## config.mk

```make
export PLATFORM = sky130hd
export DESIGN_NAME = instr_encoder
export DESIGN_NICKNAME = d
export VERILOG_FILES = /design/src/rtl/instr_encoder.sv
export SDC_FILE = /design/constraint.sdc
export NUM_CORES = 1
export LEC_CHECK = 0
export BUFFER_PORTS_ARGS = -buffer_cell sky130_fd_sc_hd__buf_2
export CORE_UTILIZATION = 48
export CTS_CLUSTER_DIAMETER = 30
export DETAILED_ROUTE_END_ITERATION = 6
export PLACE_DENSITY = 0.79
export SETUP_SLACK_MARGIN = 0.4
export SYNTH_ARGS = -nofsm -noshare
export SYNTH_HDL_FRONTEND = slang
export SYNTH_SLANG_ARGS = --single-unit
```

## constraint.sdc

```tcl
create_clock -name clk -period 2.2 [get_ports clk]
set_clock_uncertainty 0.2 [all_clocks]
set_input_delay 0.33 -clock clk [delete_from_list [all_inputs] [get_ports clk]]
set_output_delay 0.33 -clock clk [all_outputs]
set_load 0.05 [all_outputs]
```

## src/rtl/instr_encoder.sv

```systemverilog
// Packs mnemonic + fields into 32-bit MIPS words and streams them to sequential IM word addresses.
// Optional feature macro: ENC_NEWOP_EN (op 11 encodes {6'h3F,rs,rt,imm}; otherwise op 11 is illegal).
module instr_encoder #(
  parameter int unsigned ADDR_W = 10,
  parameter int unsigned DEPTH  = 1024,
  parameter int unsigned BASE   = 0
) (
  input  logic              clk,
  input  logic              reset,
  input  logic              start,
  input  logic              req_valid,
  output logic              req_ready,
  input  logic [3:0]        req_op,
  input  logic [4:0]        req_rs,
  input  logic [4:0]        req_rt,
  input  logic [4:0]        req_rd,
  input  logic [15:0]       req_imm,
  input  logic [25:0]       req_tgt,
  output logic              im_we,
  output logic [ADDR_W-1:0] im_addr,
  output logic [31:0]       im_wdata,
  output logic              err,
  output logic [ADDR_W:0]   count,
  output logic              full
);

  localparam int unsigned CNT_W = ADDR_W + 1;

  localparam logic [3:0] OP_ADD = 4'd0;
  localparam logic [3:0] OP_SUB = 4'd1;
  localparam logic [3:0] OP_ORI = 4'd2;
  localparam logic [3:0] OP_LW  = 4'd3;
  localparam logic [3:0] OP_SW  = 4'd4;
  localparam logic [3:0] OP_BEQ = 4'd5;
  localparam logic [3:0] OP_LUI = 4'd6;
  localparam logic [3:0] OP_JAL = 4'd7;
  localparam logic [3:0] OP_JR  = 4'd8;
  localparam logic [3:0] OP_J   = 4'd9;
  localparam logic [3:0] OP_NOP = 4'd10;
`ifdef ENC_NEWOP_EN
  localparam logic [3:0] OP_NEW = 4'd11;
`endif

  typedef enum logic {S_RUN, S_FULL} state_t;

  state_t             r_state;
  logic               r_we;
  logic [ADDR_W-1:0]  r_addr;
  logic [31:0]        r_wdata;
  logic               r_err;
  logic [CNT_W-1:0]   r_count;

  logic               w_ready;
  logic               w_accept;
  logic               w_legal;
  logic [31:0]        w_word;

  // Instruction encoding; unused fields are dropped and reserved bits forced to zero
  always_comb begin
    w_legal = 1'b1;
    w_word  = 32'h0000_0000;
    case (req_op)
      OP_ADD: w_word = {6'h00, req_rs, req_rt, req_rd, 5'h00, 6'h20};
      OP_SUB: w_word = {6'h00, req_rs, req_rt, req_rd, 5'h00, 6'h22};
      OP_ORI: w_word = {6'h0D, req_rs, req_rt, req_imm};
      OP_LW:  w_word = {6'h23, req_rs, req_rt, req_imm};
      OP_SW:  w_word = {6'h2B, req_rs, req_rt, req_imm};
      OP_BEQ: w_word = {6'h04, req_rs, req_rt, req_imm};
      OP_LUI: w_word = {6'h0F, 5'h00, req_rt, req_imm};
      OP_JAL: w_word = {6'h03, req_tgt};
      OP_JR:  w_word = {6'h00, req_rs, 15'h0000, 6'h08};
      OP_J:   w_word = {6'h02, req_tgt};
      OP_NOP: w_word = 32'h0000_0000;
`ifdef ENC_NEWOP_EN
      OP_NEW: w_word = {6'h3F, req_rs, req_rt, req_imm};
`endif
      default: w_legal = 1'b0;
    endcase
  end

  assign w_ready  = (r_state == S_RUN) && !start;
  assign w_accept = req_valid && w_ready;

  // Control FSM plus output registers; start has priority over any request
  always_ff @(posedge clk or posedge reset) begin
    if (reset) begin
      r_state <= S_RUN;
      r_we    <= 1'b0;
      r_addr  <= ADDR_W'(BASE);
      r_wdata <= 32'h0000_0000;
      r_err   <= 1'b0;
      r_count <= '0;
    end else begin
      r_we  <= 1'b0;
      r_err <= 1'b0;
      if (start) begin
        r_state <= S_RUN;
        r_count <= '0;
        r_addr  <= ADDR_W'(BASE);
      end else if (w_accept) begin
        if (w_legal) begin
          r_we    <= 1'b1;
          r_wdata <= w_word;
          r_addr  <= ADDR_W'(BASE) + ADDR_W'(r_count);
          r_count <= r_count + CNT_W'(1);
          if (r_count == CNT_W'(DEPTH - 1)) begin
            r_state <= S_FULL;
          end
        end else begin
          r_err <= 1'b1;
        end
      end
    end
  end

  assign req_ready = w_ready;
  assign im_we     = r_we;
  assign im_addr   = r_addr;
  assign im_wdata  = r_wdata;
  assign err       = r_err;
  assign count     = r_count;
  assign full      = (r_state == S_FULL);

endmodule

```

==> key figures <==
Status
  • Status: complete, no violations

Clocking
  • CTS tree: yes
  • CTS buffer count: 5
  • Worst-path clk slew: 0.10 ns
  • CTS sink cnt: 55
  • Clock Root Buffer: clkbuf_8
  • Clock latency on the worst-skew pair: 0.31 ns
  • H-tree levels: 2
  • CTS max path bufs: 2

Worst hold path
  • Hold WC Path Type: input pin to register
  • Hold Path Depth: 2

Cells and area
  • Nets: 533
  • Fillcell total: 507
  • Final Util: 66.2%
  • Antenna cells: 0
  • Layout cell share with drive strength beyond 1: 36.3%
  • Area growth, synth to finish: 31.5%

Synthesis
  • Synth Cell Area: 0.00304 mm^2
  • Top cells by area, synth: dfrtp_1 (45%), nand2_1 (6.7%), a21oi_1 (4.3%), o21ai_0 (4.3%), a22oi_1 (3.5%)
  • Mapped Nets: 412
  • Synth top cells by count: dfrtp_1 (55), nand2_1 (54), a21oi_1 (26), o21ai_0 (26)
  • Most numerous cell in the Yosys netlist: dfrtp_1
  • Yosys warnings: 0
  • Cells after synthesis: 346
  • Post-synthesis async set-or-reset flop share: 100%
  • Biggest area consumer among synthesized cells: dfrtp_1
  • Ys flop type: dfrtp_1
  • Cell variety after synth: 51
  • Number of synthesized flops with an enable pin: 0
  • Flops & latches, synth: 55
  • Seq/Total Area, Yosys: 45.3%
  • Top cell type's share of synthesized area: 45.3%
  • Post-Syn Area per Cell: 8.77 um^2

Critical path
  • FF-to-FF path depth: 4
  • Worst path required time: 2.25 ns
  • CP Launch Type: register
  • Worst EP arrival: 1.87 ns
  • Worst-path fanout max: 5
  • Critical path class: register to register
  • CP Capture Type: register

Routing
  • Final wirelength: 8230 um
  • Pre-antenna DRT Iters: 4
  • ANT nets after route: 0
  • DRT iter0 DRCs: 195
  • Vias/cell: 5.64
  • Vias after detailed routing: 3063
  • Number of remaining DRC errors: 0
  • Routed WL per cell: 15.2 um

Timing
  • Final Slew Violations: 0
  • RSZ-0062 raised after global routing: yes
  • Fin crit period: 1.83 ns
  • Fin. Hold Viols: 0
  • Fmax: 547 MHz
  • Setup TNS: 0 ns
  • Final setup violation count: 0
  • Worst Hold Slack: 0.0340 ns
  • Final critical-path share of the clock period: 83.1%

Power and ir drop
  • VDD IR max: 0.000387 V
  • Int Power: 1.73 mW
  • Sequential Power Share: 42.5%
  • Clock share of power: 25.9%
  • Switching power share of the total: 37.0%
  • Net load switching power: 1.02 mW
  • Leak Pwr: 1.99 nW
  • Combinational power share: 31.7%
  • PD cells: 690 mW/mm^2

Global routing
  • Initial antenna violation count: 0
  • First-pass GRT wire length: 12600 um
  • Total gr overflow: 0
  • Largest net degree at the start of global routing: 56
  • GRT Util Overall: 25.0%
  • Vias in the first global route: 2642

Floorplanning
  • Die height: 81.5 um
  • Site Rows: 28
  • Initial Utilization: 50.4%
  • Full die area: 0.00665 mm^2
  • CORE AREA: 0.00603 mm^2
  • I/O pin count: 122
  • Die W: 81.5 um

Flow run
  • Max Cap Viol: 0

Placed design
  • RD Place Congestion: 0.803
  • HPWL after DPL: 5870 um
  • # port buffers: 120
-- registers in the layout, indices dropped and copies added (netlist names) --
name / flops
im_we: 1
im_addr: 10
full: 1
err: 1
count: 11
im_wdata: 31
-- repair_timing --
action | 4_1_cts | 5_1_grt
pin swaps | 0 | 1
buffers inserted | 2 | 2
endpoints found under the hold margin | 55 | 0
cloned | 0 | 0
resized for setup | 2 | 11
setup endpoints to repair | 14 | 39
hold buffers | 1 | 0
-- cell type report --
class | instances | area, um^2 | share of cell area, %
clock buffer | 6 | 82.6 | 2.07
clock inverter | 2 | 38.8 | 0.972
inverter | 12 | 51.3 | 1.29
multi-input combinational | 251 | 1520 | 38.0
sequential | 55 | 1380 | 34.7
tap | 75 | 93.8 | 2.35
timing repair buffer | 142 | 826 | 20.7
-- path summary, 6_finish.rpt --
check | startpoint | endpoint | slack (ns)
max | full | count[7] | 0.37
min | start | count[6] | 0.03
max reg2reg | full | count[7] | 0.37
min reg2reg | im_wdata[9] | im_wdata[9] | 0.28
max in group asynchronous | reset | count[3] | 1.12
min in group asynchronous | reset | im_wdata[22] | 0.43
-- logic make-up after synthesis --
group | synth area share [%]
compound gates | 24.1
mux | 1.36
buf+inv | 6.22
simple gates | 21.3
flops | 45.3
fa+ha+maj | 0.412
other cells | 0.124
xor+xnor | 1.15
-- per-layer routing --
| layer | vias up | GRT usage (%) | routed length (um) |
|---|---|---|---|
| met5 | - | 0 | 0 |
| met3 | 6 | 3.89 | 605 |
| li1 | 1482 | - | - |
| met4 | 0 | 6.25 | 84 |
| met1 | 1457 | 33.2 | 3550 |
| met2 | 118 | 42.3 | 4000 |
-- power groups by stage --
stage                     combinational (mW)  sequential, mW  clock (mW)
after floorplan                        0.265            1.53           0
after global placement                 0.840            1.19           0
after detailed placement               0.853            1.19           0
after CTS                              0.859            1.17       0.729
after global routing                   0.932            1.18       0.765
final                                  0.871            1.17       0.711
-- through the flow --
step           cell area [um^2]  power (mW)  setup WS, ns  instances
2_1_floorplan              3080        1.79         0.213        346
3_3_place_gp               3770        2.03         0.294        530
3_5_place_dp               3770        2.04         0.258        530
4_1_cts                    3920        2.76         0.341        541
5_1_grt                    3990        2.88         0.333        543
6_report                   3990        2.75         0.372        543
-- cells in the final DEF, fill, tap and decap left out, drive strengths merged, types with 3 or more instances in the layout --
cell | netlist | final
nand2 | 54 | 54
clkbuf | 14 | 6
xnor2 | 4 | 4
o22ai | 3 | 3
a21o | 4 | 4
a22oi | 14 | 14
nor3 | 7 | 7
o31ai | 4 | 4
a211oi | 3 | 3
a32oi | 6 | 6
nor2b | 7 | 7
a31oi | 6 | 6
and3 | 3 | 3
inv | 12 | 12
nand3b | 8 | 8
a211o | 5 | 5
nand3 | 14 | 14
buf | 14 | 141
nand2b | 8 | 8
mux2i | 3 | 3
nor2 | 12 | 12
o21ai | 32 | 32
or3 | 6 | 6
dfrtp | 55 | 55
a21oi | 26 | 26
-- worst max-delay path, stage by stage (launching register included) --
cell and delay (ns):
dfrtp_2 0.44, nand2b_1 0.22, a21o_1 0.23, or4_1 0.52
a21oi_1 0.15
(Power assumes the default switching activity.)
